==> src/rtl/mcycle_ctrl.sv <==
// Multi-cycle RV32I sequencer: steps each instruction through FETCH/DECODE/EXEC/MEM/WB,
// handles the memory handshake with timeout, and takes traps for interrupts, illegal ops and bus errors.
module mcycle_ctrl #(
  parameter int unsigned MEM_TIMEOUT = 16,
  parameter int unsigned CNT_W       = 5,
  parameter bit          INT_EN_RST  = 1'b1
) (
  input  logic       clk,
  input  logic       rst,
  input  logic [6:0] Op,
  input  logic [2:0] Funct3,
  input  logic [6:0] Funct7,
  input  logic       zf,
  input  logic       sf,
  input  logic       cf,
  input  logic       of,
  input  logic       MIO_ready,
  input  logic       INT,
  output logic       mem_req,
  output logic       mem_we,
  output logic       ir_we,
  output logic       pc_we,
  output logic [2:0] npc_sel,
  output logic       rf_we,
  output logic [1:0] wb_sel,
  output logic       epc_we,
  output logic [1:0] cause,
  output logic       int_ack,
  output logic [2:0] state
);

  typedef enum logic [2:0] {
    S_FETCH  = 3'd0,
    S_DECODE = 3'd1,
    S_EXEC   = 3'd2,
    S_MEM    = 3'd3,
    S_WB     = 3'd4,
    S_TRAP   = 3'd5
  } state_t;

  typedef enum logic [2:0] {
    C_ALU,
    C_LOAD,
    C_STORE,
    C_BRANCH,
    C_JAL,
    C_JALR,
    C_MRET
  } iclass_t;

  typedef enum logic [1:0] {
    CS_NONE = 2'd0,
    CS_INT  = 2'd1,
    CS_ILL  = 2'd2,
    CS_BUS  = 2'd3
  } cause_t;

  localparam logic [6:0] OP_R      = 7'b0110011;
  localparam logic [6:0] OP_I      = 7'b0010011;
  localparam logic [6:0] OP_LOAD   = 7'b0000011;
  localparam logic [6:0] OP_STORE  = 7'b0100011;
  localparam logic [6:0] OP_BRANCH = 7'b1100011;
  localparam logic [6:0] OP_JAL    = 7'b1101111;
  localparam logic [6:0] OP_JALR   = 7'b1100111;
  localparam logic [6:0] OP_LUI    = 7'b0110111;
  localparam logic [6:0] OP_AUIPC  = 7'b0010111;
  localparam logic [6:0] OP_SYSTEM = 7'b1110011;
  localparam logic [6:0] F7_MRET   = 7'b0011000;

  localparam logic [CNT_W-1:0] CNT_LAST = CNT_W'(MEM_TIMEOUT - 1);

  state_t           state_q, state_n;
  iclass_t          class_q, dec_class;
  cause_t           cause_q, cause_n;
  logic [CNT_W-1:0] cnt_q;
  logic             int_en_q, int_en_n;
  logic             dec_legal;
  logic             taken;
  logic             complete;
  logic             timeout;

  logic       mem_req_c, mem_we_c, ir_we_c, pc_we_c, rf_we_c, epc_we_c, int_ack_c;
  logic [2:0] npc_sel_c;
  logic [1:0] wb_sel_c, cause_c;

  always_comb begin
    dec_class = C_ALU;
    dec_legal = 1'b1;
    case (Op)
      OP_R, OP_I, OP_LUI, OP_AUIPC: dec_class = C_ALU;
      OP_LOAD:   dec_class = C_LOAD;
      OP_STORE:  dec_class = C_STORE;
      OP_BRANCH: begin
        dec_class = C_BRANCH;
        dec_legal = (Funct3 != 3'b010) && (Funct3 != 3'b011);
      end
      OP_JAL:    dec_class = C_JAL;
      OP_JALR:   dec_class = C_JALR;
      OP_SYSTEM: begin
        dec_class = C_MRET;
        dec_legal = (Funct3 == 3'b000) && (Funct7 == F7_MRET);
      end
      default:   dec_legal = 1'b0;
    endcase
  end

  always_comb begin
    case (Funct3)
      3'b000:  taken = zf;
      3'b001:  taken = ~zf;
      3'b100:  taken = sf ^ of;
      3'b101:  taken = ~(sf ^ of);
      3'b110:  taken = cf;
      3'b111:  taken = ~cf;
      default: taken = 1'b0;
    endcase
  end

  assign timeout = (cnt_q == CNT_LAST);

  always_comb begin
    state_n   = state_q;
    cause_n   = cause_q;
    int_en_n  = int_en_q;
    complete  = 1'b0;
    mem_req_c = 1'b0;
    mem_we_c  = 1'b0;
    ir_we_c   = 1'b0;
    pc_we_c   = 1'b0;
    rf_we_c   = 1'b0;
    epc_we_c  = 1'b0;
    int_ack_c = 1'b0;
    npc_sel_c = 3'd0;
    wb_sel_c  = 2'd0;
    cause_c   = 2'd0;
    case (state_q)
      S_FETCH: begin
        mem_req_c = 1'b1;
        if (MIO_ready) begin
          ir_we_c = 1'b1;
          state_n = S_DECODE;
        end else if (timeout) begin
          state_n = S_TRAP;
          cause_n = CS_BUS;
        end
      end
      S_DECODE: begin
        if (!dec_legal) begin
          state_n = S_TRAP;
          cause_n = CS_ILL;
        end else begin
          state_n = S_EXEC;
        end
      end
      S_EXEC: begin
        case (class_q)
          C_LOAD, C_STORE: state_n = S_MEM;
          C_BRANCH: begin
            pc_we_c   = 1'b1;
            npc_sel_c = taken ? 3'd1 : 3'd0;
            complete  = 1'b1;
          end
          C_MRET: begin
            pc_we_c   = 1'b1;
            npc_sel_c = 3'd4;
            int_en_n  = 1'b1;
            complete  = 1'b1;
          end
          default: state_n = S_WB;
        endcase
      end
      S_MEM: begin
        mem_req_c = 1'b1;
        mem_we_c  = (class_q == C_STORE);
        if (MIO_ready) begin
          if (class_q == C_STORE) begin
            pc_we_c  = 1'b1;
            complete = 1'b1;
          end else begin
            state_n = S_WB;
          end
        end else if (timeout) begin
          state_n = S_TRAP;
          cause_n = CS_BUS;
        end
      end
      S_WB: begin
        rf_we_c  = 1'b1;
        pc_we_c  = 1'b1;
        complete = 1'b1;
        case (class_q)
          C_LOAD:  wb_sel_c = 2'd1;
          C_JAL:   begin wb_sel_c = 2'd2; npc_sel_c = 3'd1; end
          C_JALR:  begin wb_sel_c = 2'd2; npc_sel_c = 3'd2; end
          default: ;
        endcase
      end
      S_TRAP: begin
        epc_we_c  = 1'b1;
        pc_we_c   = 1'b1;
        npc_sel_c = 3'd3;
        cause_c   = cause_q;
        int_ack_c = (cause_q == CS_INT);
        int_en_n  = 1'b0;
        state_n   = S_FETCH;
      end
      default: state_n = S_FETCH;
    endcase
    // Interrupts are only taken at instruction boundaries, using int_en as it stood before this cycle.
    if (complete) begin
      if (INT && int_en_q) begin
        state_n = S_TRAP;
        cause_n = CS_INT;
      end else begin
        state_n = S_FETCH;
      end
    end
  end

  always_ff @(posedge clk) begin
    if (rst) begin
      state_q  <= S_FETCH;
      cnt_q    <= '0;
      int_en_q <= INT_EN_RST;
      cause_q  <= CS_NONE;
      class_q  <= C_ALU;
    end else begin
      state_q  <= state_n;
      cnt_q    <= (state_n != state_q) ? '0 : cnt_q + CNT_W'(1);
      int_en_q <= int_en_n;
      cause_q  <= cause_n;
      if (state_q == S_DECODE) class_q <= dec_class;
    end
  end

  always_comb begin
    mem_req = ~rst & mem_req_c;
    mem_we  = ~rst & mem_we_c;
    ir_we   = ~rst & ir_we_c;
    pc_we   = ~rst & pc_we_c;
    rf_we   = ~rst & rf_we_c;
    epc_we  = ~rst & epc_we_c;
    int_ack = ~rst & int_ack_c;
    npc_sel = rst ? '0 : npc_sel_c;
    wb_sel  = rst ? '0 : wb_sel_c;
    cause   = rst ? '0 : cause_c;
    state   = rst ? '0 : state_q;
  end

endmodule
==> config.mk <==
export PLATFORM = sky130hd
export DESIGN_NAME = mcycle_ctrl
export DESIGN_NICKNAME = d
export VERILOG_FILES = /design/src/rtl/mcycle_ctrl.sv
export SDC_FILE = /design/constraint.sdc
export NUM_CORES = 1
export LEC_CHECK = 0
export ABC_CLOCK_PERIOD_IN_PS = 2000
export BUFFER_PORTS_ARGS = -buffer_cell sky130_fd_sc_hd__buf_2
export CAP_MARGIN = 20
export CORE_UTILIZATION = 45
export DETAILED_ROUTE_END_ITERATION = 6
export HOLD_SLACK_MARGIN = 0.03
export PLACE_DENSITY = 0.76
export SKIP_CTS_REPAIR_TIMING = 1
export SYNTH_ARGS = -nofsm -noshare
export SYNTH_HDL_FRONTEND = slang
export SYNTH_SLANG_ARGS = --single-unit
==> constraint.sdc <==
create_clock -name clk -period 2 [get_ports clk]
set_input_delay 0.6 -clock clk [delete_from_list [all_inputs] [get_ports clk]]
set_output_delay 0.6 -clock clk [all_outputs]
set_load 0.01 [all_outputs]
## Word-level counts from Yosys, hierarchy flattened

Cells that the tools add are included.
W data, S select, Z words.

| storage, ports and cells | value |
|---|---|
| memories | 0 |
| input port bits | 25 |
| logic and storage cells | 108 |
| ROM bits | 0 |
| latch bits | 0 |
| output and inout port bits | 17 |
| bits in writable memories | 0 |
| bits in registers | 14 |

| cells by class | value |
|---|---|
| bitwise logic cells | 12 |
| reductions and logical operators | 14 |
| equality and inequality tests | 33 |
| div/mod/pow operators | 0 |
| magnitude comparators | 0 |
| shift operators | 0 |
| mux-type cells | 43 |
| $mul | 0 |
| add/subtract/negate cells | 1 |

Operators by type and width:

| operator | number |
|---|---|
| $eq A7 B7 Y1 const B | 4 |
| $eq A3 B3 Y1 const B | 9 |
| $mux W3 | 9 |
| $eq A7 B5 Y1 const B | 3 |
| $eq A7 B6 Y1 const B | 3 |
| $mux W2 | 9 |
| $pmux W3 S6 | 1 |
| $pmux W3 S5 | 1 |
| $eq A3 B2 Y1 const B | 4 |
| $mux W1 | 12 |
| $pmux W2 S2 | 3 |
| $pmux W3 S2 | 2 |
| $reduce_or A2 Y1 | 6 |
| $eq A3 B1 Y1 const B | 3 |
| $pmux W1 S3 | 3 |
| $pmux W3 S3 | 1 |
| $reduce_or A8 Y1 | 1 |
| $and A1 B1 Y1 | 7 |
| $eq A7 B2 Y1 const B | 1 |
| $logic_not A3 Y1 | 2 |
| $ne A3 B2 Y1 const B | 2 |
| $pmux W1 S6 | 1 |
| $add A5 B1 Y5 const B | 1 |
| $eq A5 B4 Y1 const B | 1 |
| other kinds (9) | 14 |

## Depth between registers and ports, before layout

Gate-level depths: netlist of the first run.

| depth | value |
|---|---|
| depth after elaboration | 8 |
| depth in mapped cells | 9 |
| gate-level depth less buffers | 9 |

## Least setup slack after synthesis of the first run

No wires, ideal clock.

| timing | value |
|---|---|
| path type | input to output |
| from | input port sf |
| to | output port npc_sel[0] |
| buffers on the path | 0 |
| setup slack | -180 ps |
| cell stages on the path | 6 |
| data arrival time | 1,580 ps |
| cells stage by stage | xnor2_1 -> o21ai_0 -> xor2_1 -> a21oi_1 -> o32a_1 -> nor2_1 |

| between the ends | value |
|---|---|
| word-level cells in the longest chain between the ends | 7 |

RTL lines:

| element | RTL line | RTL |
|---|---|---|
| start: declaration | 14 | `input logic sf,` |
| $xor A1 B1 Y1 * | 111, 112 |  |
| $not A1 Y1 | 112 | `3'b101: taken = ~(sf ^ of);` |
| $pmux W1 S6 * | 108 | `case (Funct3)` |
| $mux W1 * | 160 | `npc_sel_c = taken ? 3'd1 : 3'd0;` |
| $pmux W3 S2 * | 156 | `case (class_q)` |
| $pmux W3 S3 * | 136 | `case (state_q)` |
| $mux W3 * | 244 | `npc_sel = rst ? '0 : npc_sel_c;` |
| end: declaration | 23 | `output logic [2:0] npc_sel,` |

Every way passes the cells marked *; elsewhere a longest branch is shown, timed or not.

## Worst setup path in the final report of the first run

Same ends and word-level chain as after synthesis.

==> impl_results.md, run 1 <==
* Crit path time final at 2.338 ns
* Layout area overhead at 55.36%
* TritonCTS clock tree: done
* Setup TNS at -1.307 ns
* F_max at 427.8 MHz
* Slew Limit Fails at 0
* Prevailing post-synth register cell: dfxtp_1
* Clock Skew at 0.005702 ns
* Gr usage total at 25.09%
* WHS Path Cells at 2
* Internal reg-to-reg setup slack at -0.17 ns
* Failing checks: setup timing
* I/O pin count at 42
* Vias/cell at 5.561
* Lkg Pwr at 0.8756 nW
* CTS max path bufs at 2
* Final worst setup slack at -0.3375 ns
* CP Class: primary input to output port
* R2r endpoint: cnt_q[0]
* Num rows at 18
* Initial antenna violation count at 0
* Endpoints failing hold at 0
* Peak VDD IR at 0.0007223 V
* Tightest Hold Check Type: register to register
* Nets at 263
* Flops & latches, synth at 14
* # clock sinks at 14
* Drt drc at 0
* R2R cell count at 8
* Detailed Route WL at 3907 um
* FFs w/ async S/R, synth at 0%
* Worst-skew pair later-pin latency at 0.27 ns
* Initial DRC count at 51
* Antenna Nets Post-Route at 0
* Gr ovfl total at 0
* Hold Path End: cause_q[1]
* Largest net degree at the start of global routing at 13
* Outcome: finished with violations
* IO buf count at 41
* Synth cell types at 57
* Final setup viols at 10
* Worst-path maximum fanout at 1
* WP buf/inv at 2
* Crit path required time at 1.40 ns
* DR vias at 1468
* Ys Warns at 0
* Power density of the placed cells at 734.6 nW/um^2
* Die Footprint at 2960 um^2
* Slowest stage delay, CP at 0.34 ns
* Slew Limit Headroom at 75.47%
* Cells after DPL at 252
* Sequential element share of the synthesized area at 22.67%
* Die width at 54.41 um
* Synth Area per Inst at 7.775 um^2
* Antenna diode count at 0
* H-tree Lvls at 1
* Post-Layout Cell Count at 264
* Worst hold start: cause_q[1]
* CP Launch Type: primary input
* Worst EP arrival at 1.74 ns
* Placeable Area at 2545 um^2
* Post-synth EDFFs at 0
* Global-route wire length before repair at 5368 um
* Slew @ Worst Pin at 0.3630 ns
* R2r startpoint: cnt_q[1]
* Dpl hpwl at 2823 um
* Drt wl/cell at 14.80 um
* Slowest-stage cell, CP: o32a_1
* Final Cycle Share at 116.9%
* Initial Util at 48.57%
* Reg clk slew, reported paths at 0.09 ns
* Mapped Area at 1236 um^2
* Vias in the first global route at 1219
* Critical Path Sink Type: output port
* Die Ht at 54.41 um
* Cell Chain, Critical Path: buf_6 > xnor2_2 > o21ai_2 > xor2_1 > a21oi_1 > o32a_1 > nor2_2 > buf_2
* RSZ-0062 raised after global routing: true
* CTS root buffer: clkbuf_4
* Post-synthesis cell count at 159
* CP delay by family, top: compound AO/OA/AOI/OAI gates
* Routability cong. at 0.9598
* Syn nets at 186
* CTS buffer count at 3
* Pre-Repair DR Iteration Count at 4
* Maxcap violations at 0
* Layout cells sized above 1 at 52.99%
routing by layer:
metal | vias up | GRT usage (%) | share of wire (%)
met1 | 683 | 32.50 | 42
met4 | 0 | 8.974 | 2.1
met2 | 42 | 43.09 | 52
met5 | - | 0 | 0
met3 | 8 | 1.944 | 3.5
li1 | 735 | - | -
area by class of cell:
| cell class | instances | area, um^2 |
|---|---|---|
| multi-input cells | 129 | 989.7 |
| inverters | 6 | 22.52 |
| well taps | 30 | 37.54 |
| repair buffers | 82 | 548.0 |
| fillers | 182 | 624.3 |
| clock buffers | 3 | 22.52 |
| flip-flops and latches | 14 | 300.3 |
cell usage after synthesis, types with 3 or more instances:
cell type | number | area [um^2]
nor2_1 | 12 | 45.04
xnor2_1 | 3 | 26.28
o21ai_0 | 6 | 30.03
a32oi_1 | 3 | 26.28
nand2b_1 | 7 | 43.79
nor4bb_1 | 3 | 30.03
or2_2 | 4 | 25.02
nand3b_1 | 3 | 22.52
a31oi_1 | 3 | 18.77
nand2_1 | 11 | 41.29
buf_2 | 5 | 25.02
a21oi_1 | 6 | 30.03
dfxtp_1 | 14 | 280.3
xor2_1 | 5 | 43.79
inv_1 | 6 | 22.52
nor4_1 | 4 | 25.02
nor2b_1 | 8 | 50.05
nor3_1 | 8 | 40.04
report_power, final:
part	internal, mW	switching (mW)
clock	0.0696	0.0890
combinational	0.456	0.401
sequential	0.335	0.0599
total	0.861	0.550
flip-flops by register name, indices dropped and copies added, names as in the netlist:
| name | flops |
|---|---|
| cnt_q | 5 |
| int_en_q | 1 |
| class_q | 3 |
| state_q | 3 |
| cause_q | 2 |
cell families after synthesis:
| kind of cell | count (synthesis) | share of synthesized area (%) |
|---|---|---|
| AO/OA/AOI/OAI | 39 | 24.19 |
| buffers and inverters | 16 | 6.072 |
| AND/OR/NAND/NOR | 80 | 39.37 |
| XOR/XNOR | 8 | 5.668 |
| adder cells (fa/ha/maj) | 2 | 2.024 |
| flip-flops | 14 | 22.67 |
how the worst max path moves through the flow:
stage | startpoint | to | slack (ns) | cells past startpoint
floorplan | sf | npc_sel[0] | -0.1 | 6
global placement | sf | npc_sel[0] | -0.32 | 8
detailed placement | of | npc_sel[0] | -0.35 | 8
CTS | of | npc_sel[0] | -0.35 | 8
global route | sf | npc_sel[0] | -0.42 | 8
finish | sf | npc_sel[0] | -0.34 | 8
placed cells by master (no fill, tap or decap), types with 6 or more instances in the layout:
| cell type | instances |
|---|---|
| buf_2 | 39 |
| buf_4 | 36 |
| nand2_1 | 11 |
| nor2_1 | 9 |
| nor2b_1 | 8 |
| nor3_1 | 8 |
| inv_1 | 6 |
| nand2b_1 | 6 |
| dfxtp_1 | 6 |
| buf_6 | 6 |
tightest hold or removal path: cells and delay by family, from the launching register on:
kind	cells	cell delay, ns
AOI/OAI and AO/OA	1	0.07
buffers and inverters	1	0.06
DFF	1	0.31
stage by stage:
stage | area, um^2 | hold WS (ns) | setup WS [ns] | util, % | power, mW
5_1_grt | 1921 | 0.5223 | -0.4168 | 75.47 | 1.507
2_1_floorplan | 1247 | 0.4359 | -0.09635 | - | 0.8141
3_3_place_gp | 1677 | 0.4526 | -0.3172 | 65.88 | 1.042
4_1_cts | 1699 | 0.4845 | -0.3549 | 66.77 | 1.223
6_report | 1921 | 0.4855 | -0.3375 | 75.47 | 1.411
3_5_place_dp | 1677 | 0.4691 | -0.3510 | 65.88 | 1.062
Note: power is estimated with default switching activity, not from simulation.
==> run 2: changes to the inputs <==
--- a/config.mk
+++ b/config.mk
@@ -5,13 +5,14 @@
 export SDC_FILE = /design/constraint.sdc
 export NUM_CORES = 1
 export LEC_CHECK = 0
+export ABC_AREA = 1
 export ABC_CLOCK_PERIOD_IN_PS = 2000
 export BUFFER_PORTS_ARGS = -buffer_cell sky130_fd_sc_hd__buf_2
 export CAP_MARGIN = 20
-export CORE_UTILIZATION = 45
+export CORE_UTILIZATION = 44
 export DETAILED_ROUTE_END_ITERATION = 6
 export HOLD_SLACK_MARGIN = 0.03
-export PLACE_DENSITY = 0.76
+export PLACE_DENSITY = 0.75
 export SKIP_CTS_REPAIR_TIMING = 1
 export SYNTH_ARGS = -nofsm -noshare
 export SYNTH_HDL_FRONTEND = slang
==> impl_results.md, run 2 <==
* Die width at 52.79 um (-3.0%)
* Maxcap violations at 0 (unchanged)
* Antenna Nets Post-Route at 0 (unchanged)
* # clock sinks at 14 (unchanged)
* Die Footprint at 2786 um^2 (-5.9%)
* Critical Path Sink Type: output port
* Power density of the placed cells at 873.6 nW/um^2 (+19%)
* Most common cell in the netlist: nand2_1
* Die Ht at 52.79 um (-3.0%)
* Reg clk slew, reported paths at 0.08 ns (about the same)
* Worst-path maximum fanout at 2 (+1)
* Initial DRC count at 47 (-7.8%)
* Synth cell types at 26 (-54%)
* Peak VDD IR at 0.0007604 V (+5.3%)
* Num rows at 18 (unchanged)
* Prevailing post-synth register cell: dfxtp_1
* Final setup viols at 3 (-7)
* H-tree Lvls at 1 (unchanged)
* Lkg Pwr at 0.8446 nW (-3.5%)
* Global-route wire length before repair at 4692 um (-13%)
* CP Class: primary input to output port
* Cells after DPL at 272 (+7.9%)
* Slew Limit Fails at 0 (unchanged)
* Most common cell after layout, fill and taps aside: buf_2
* Sequential element share of the synthesized area at 24.70% (+2.0 points)
* Most flops, register: cnt_q
* Number of flip-flops under the largest register name at 5 (unchanged)
* CTS buffer count at 3 (unchanged)
* Clock Skew at 0.009311 ns (+0.003609 ns)
* F_max at 459.6 MHz (+7.4%)
* Slew Limit Headroom at 84.17% (+8.7 points)
* Layout cells sized above 1 at 43.20% (-9.8 points)
* Gr ovfl total at 0 (unchanged)
* FFs w/ async S/R, synth at 0% (unchanged)
* Nets at 278 (+5.7%)
* Dpl hpwl at 2348 um (-17%)
* Ys Warns at 0 (unchanged)
* Worst EP arrival at 1.58 ns (-0.16 ns)
* Endpoints failing hold at 0 (unchanged)
* CTS max path bufs at 2 (unchanged)
* Syn nets at 218 (+17%)
* Initial Util at 46.23% (-2.3 points)
* Crit path time final at 2.176 ns (-0.1615 ns)
* Synth area leaders: dfxtp_1 25%, nand2_1 12%, inv_1 11%
* I/O pin count at 42 (unchanged)
* Detailed Route WL at 3147 um (-19%)
* Outcome: finished with violations
* Total power at 1.456 mW (+3.2%)
* Placeable Area at 2455 um^2 (-3.5%)
* CP Launch Type: primary input
* Failing checks: setup timing
* TritonCTS clock tree: done
* Vias/cell at 5.032 (-9.5%)
* Layout area overhead at 46.86%
* Largest net degree at the start of global routing at 12 (-1)
* DR vias at 1409 (-4.0%)
* Post-synthesis cell count at 191 (+20%)
* Slew @ Worst Pin at 0.2349 ns (-0.1281 ns)
* Register area at 292.8 um^2 (-2.5%)
* Most frequent cells in the layout: 40 x buf_2, 35 x nand2_1, 25 x inv_1
* Cell taking the most area after synthesis: dfxtp_1
* Hold Worst Slack at 0.4509 ns (-0.03462 ns)
* Worst-skew pair later-pin latency at 0.28 ns (about the same)
* Mapped Area at 1135 um^2 (-8.2%)
* Multi-input gate area at 820.8 um^2 (-17%)
* Fillers at 230 (+26%)
* Top cells by count, synth: 37 x nand2_1, 33 x inv_1, 26 x nor2_1
* Initial antenna violation count at 0 (unchanged)
* Drt drc at 0 (unchanged)
* DP Worst Slack at -0.1325 ns (+0.2185 ns)
* RSZ-0062 raised after global routing: true
* Gr usage total at 22.30% (-2.8 points)
* Post-synth EDFFs at 0 (unchanged)
* Final worst setup slack at -0.1760 ns (+0.1615 ns)
* Synth Area per Inst at 5.942 um^2 (-24%)
* Drt wl/cell at 11.24 um (-24%)
* CTS root buffer: clkbuf_4
* Synth top area share at 24.70% (+2.0 points)
* Final Cycle Share at 108.8% (-8.1 points)
* IO buf count at 41 (unchanged)
* Crit path required time at 1.40 ns (about the same)
* Routability cong. at 0.8218 (-14%)
* Vias in the first global route at 1194 (-2.1%)
* Antenna diode count at 0 (unchanged)
* Pre-Repair DR Iteration Count at 4 (unchanged)
* Post-Layout Cell Count at 280 (+6.1%)
* Tightest Hold Check Type: register to register
* Flops & latches, synth at 14 (unchanged)
* Largest regs: cnt_q: 5 flops, class_q: 3 flops, state_q: 3 flops
==> run 2: cell count changes in the layout (fill, tap and decap cells not counted), sizes merged, moves of 8 or more <==
cell / before / now
buf: 82 / 58
inv: 6 / 36
nand2: 11 / 39
nand3: 2 / 20
nor2: 12 / 30
nor2b: 8 / 0
==> run 2: kinds of logic (layout without fill, tap and decap cells) <==
kind of cell	after synthesis	count (layout)	share of synthesized area, %
flip-flops	14	14	24.70
XOR/XNOR	4	4	3.088
buffers and inverters	39	98	13.23
AND/OR/NAND/NOR	107	107	43.99
adder cells (fa/ha/maj)	2	2	2.205
AO/OA/AOI/OAI	25	25	12.79
==> run 2: worst max-delay path, stage by stage <==
cell     delay (ns)
buf_6          0.10
xnor2_2        0.13
nand2_1        0.08
a21oi_1        0.14
nor2_1         0.06
a32o_1         0.21
nand2_1        0.07
a21oi_2        0.05
buf_2          0.14
==> run 2: final timing paths <==
| kind | startpoint | to | slack [ns] | depth (start not counted) |
|---|---|---|---|---|
| setup reg to reg | cnt_q[1] | cnt_q[4] | 0.09 | 12 |
| hold / removal | cnt_q[0] | cnt_q[0] | 0.45 | 1 |
| hold reg to reg | cnt_q[0] | cnt_q[0] | 0.45 | 1 |
| setup / recovery | sf | npc_sel[0] | -0.18 | 9 |
==> run 2: report_power, final <==
group,internal (mW),switching (mW)
clock,0.111,0.0957
combinational,0.329,0.487
sequential,0.352,0.0808
total,0.792,0.664
==> run 2: final cells by class <==
type                       instances  area share, %
tap                               30          2.252
timing repair buffer              58          20.35
inverter                          36          8.408
clock buffer                       4          2.177
multi-input combinational        138          49.25
sequential                        14          17.57
==> run 2: metal layers <==
| layer | global-route usage, % | routed length, um |
|---|---|---|
| met1 | 29.57 | 1427 |
| met2 | 39.03 | 1546 |
| met3 | 2.899 | 161 |
| met4 | 2.632 | 10 |
| met5 | 0 | 0 |
==> run 2: metrics by stage <==
stage	TNS, ns	utilization [%]	area (um^2)
after CTS	-0.7874	60.96	1496
after global placement	-0.1299	59.48	1460
after floorplan	0	-	1135
final	-0.2790	67.89	1667
after detailed placement	-0.1585	59.48	1460
after global routing	-0.6569	67.89	1667
==> run 3: changes to the inputs <==
--- a/config.mk
+++ b/config.mk
@@ -13,6 +13,8 @@
 export DETAILED_ROUTE_END_ITERATION = 6
 export HOLD_SLACK_MARGIN = 0.03
 export PLACE_DENSITY = 0.75
+export RECOVER_POWER = 100
+export SETUP_SLACK_MARGIN = 0.2
 export SKIP_CTS_REPAIR_TIMING = 1
 export SYNTH_ARGS = -nofsm -noshare
 export SYNTH_HDL_FRONTEND = slang
==> impl_results.md, run 3 (synthesis results as in run 2) <==
* Crit path time final at 2.171 ns (-0.005460 ns)
* Placeable Area at 2455 um^2 (unchanged)
* Largest regs: cnt_q: 5 flops, class_q: 3 flops, state_q: 3 flops
* Final instance area at 1692 um^2 (+1.5%)
* Most frequent cells in the layout: 32 x nand2_1, 31 x buf_2, 24 x nor2_1
* Top Metal Used: met4
* Slew Limit Fails at 0 (unchanged)
* Pre-Repair DR Iteration Count at 4 (unchanged)
* Drt drc at 0 (unchanged)
* Number of flip-flops under the largest register name at 5 (unchanged)
* Setup TNS at -0.7525 ns (-0.4735 ns)
* Largest net degree at the start of global routing at 16 (+4)
* Num rows at 18 (unchanged)
* Detailed Route WL at 3283 um (+4.3%)
* Tightest Hold Check Type: register to register
* Layout cells sized above 1 at 42.91% (-0.29 points)
* Routability cong. at 0.9281 (+13%)
* CTS root buffer: clkbuf_4
* Antenna diode count at 0 (unchanged)
* Clock Skew at 0.008562 ns (-0.0007494 ns)
* Hold Worst Slack at 0.4635 ns (+0.01259 ns)
* Final setup viols at 7 (+4)
* CP Launch Type: primary input
* Die Footprint at 2786 um^2 (unchanged)
* Lkg Pwr at 0.8136 nW (-3.7%)
* Most flops, register: cnt_q
* CTS max path bufs at 2 (unchanged)
* # clock sinks at 14 (unchanged)
* RSZ-0062 raised after global routing: true
* Critical path startpoint: sf
* Worst hold start: cause_q[0]
* Final Core Density at 68.91% (+1.0 points)
* Gr ovfl total at 0 (unchanged)
* Layout area overhead at 49.06%
* Maxcap violations at 0 (unchanged)
* DR vias at 1397 (-0.85%)
* Crit path required time at 1.40 ns (about the same)
* Routed length on met3 at 168 um (+4.3%)
* Worst-path maximum fanout at 2 (unchanged)
* Peak VDD IR at 0.0008811 V (+16%)
* Most common cell after layout, fill and taps aside: nand2_1
* DP Worst Slack at -0.1502 ns (-0.01766 ns)
* Outcome: finished with violations
* F_max at 460.7 MHz (+0.25%)
* Critical Path Sink Type: output port
* Die Ht at 52.79 um (unchanged)
* Global-route wire length before repair at 4657 um (-0.75%)
* Initial DRC count at 26 (-45%)
* Worst-skew pair later-pin latency at 0.30 ns (+0.02 ns)
* CTS buffer count at 3 (unchanged)
* I/O pin count at 42 (unchanged)
* Initial antenna violation count at 0 (unchanged)
* Initial Util at 46.23% (unchanged)
* TritonCTS clock tree: done
* Final worst setup slack at -0.1706 ns (+0.005460 ns)
* Slew Limit Headroom at 76.09% (-8.1 points)
* Wire length on met2 at 1664 um (+7.6%)
* Failing checks: setup timing
* IO buf count at 41 (unchanged)
* Reg clk slew, reported paths at 0.09 ns (about the same)
* Slew @ Worst Pin at 0.3573 ns (+0.1224 ns)
* Endpoints failing hold at 0 (unchanged)
* Internal reg-to-reg setup slack at 0.10 ns (about the same)
* Post-Place Cell Area at 1445 um^2 (-1.0%)
* Drt wl/cell at 11.85 um (+5.5%)
* Final Cycle Share at 108.5% (-0.27 points)
* Gr usage total at 22.29% (about the same)
* Power density of the placed cells at 896.4 nW/um^2 (+2.6%)
* Vias/cell at 5.043 (+0.22%)
* Vias in the first global route at 1163 (-2.6%)
* H-tree Lvls at 1 (unchanged)
* Antenna Nets Post-Route at 0 (unchanged)
* Dpl hpwl at 2227 um (-5.2%)
* Metal-1 WL at 1413 um (-0.98%)
* Nets at 275 (-1.1%)
* Die width at 52.79 um (unchanged)
* R2r startpoint: cnt_q[1]
* CP Class: primary input to output port
* Worst EP arrival at 1.57 ns (about the same)
-- run 3: layout make-up --
type	instances	area, um^2
clock buffer	4	36.28
fill	226	763.2
inverter	36	145.1
multi-input combinational	138	855.8
sequential	14	296.5
tap	30	37.54
timing repair buffer	55	320.3
-- run 3: layer usage --
layer | global-route usage, % | vias up
li1 | - | 733
met1 | 29.48 | 624
met2 | 37.76 | 36
met3 | 2.029 | 4
met4 | 6.579 | 0
met5 | 0 | -
-- run 3: final timing paths --
check,endpoint,cells past startpoint
max reg2reg,cnt_q[4],16
min reg2reg,cause_q[0],2
min,cause_q[0],2
max,npc_sel[0],9
-- run 3: critical path, stage by stage --
cell	delay [ns]
buf_6	0.09
xnor2_2	0.12
nand2_1	0.10
a21oi_2	0.13
nor2_1	0.06
a32o_1	0.21
nand2_1	0.07
a21oi_2	0.05
buf_2	0.14
-- run 3: per-stage QoR --
stage	total power, mW	instances
2_1_floorplan	0.8659	191
3_3_place_gp	1.060	269
3_5_place_dp	1.069	269
4_1_cts	1.282	273
5_1_grt	1.633	277
6_report	1.516	277
-- run 3: power breakdown --
part	total, mW	switching [mW]	internal (mW)	leakage, nW
Combinational	0.837	0.509	0.328	0.675
Clock	0.217	0.106	0.111	0.0210
Sequential	0.462	0.104	0.359	0.118
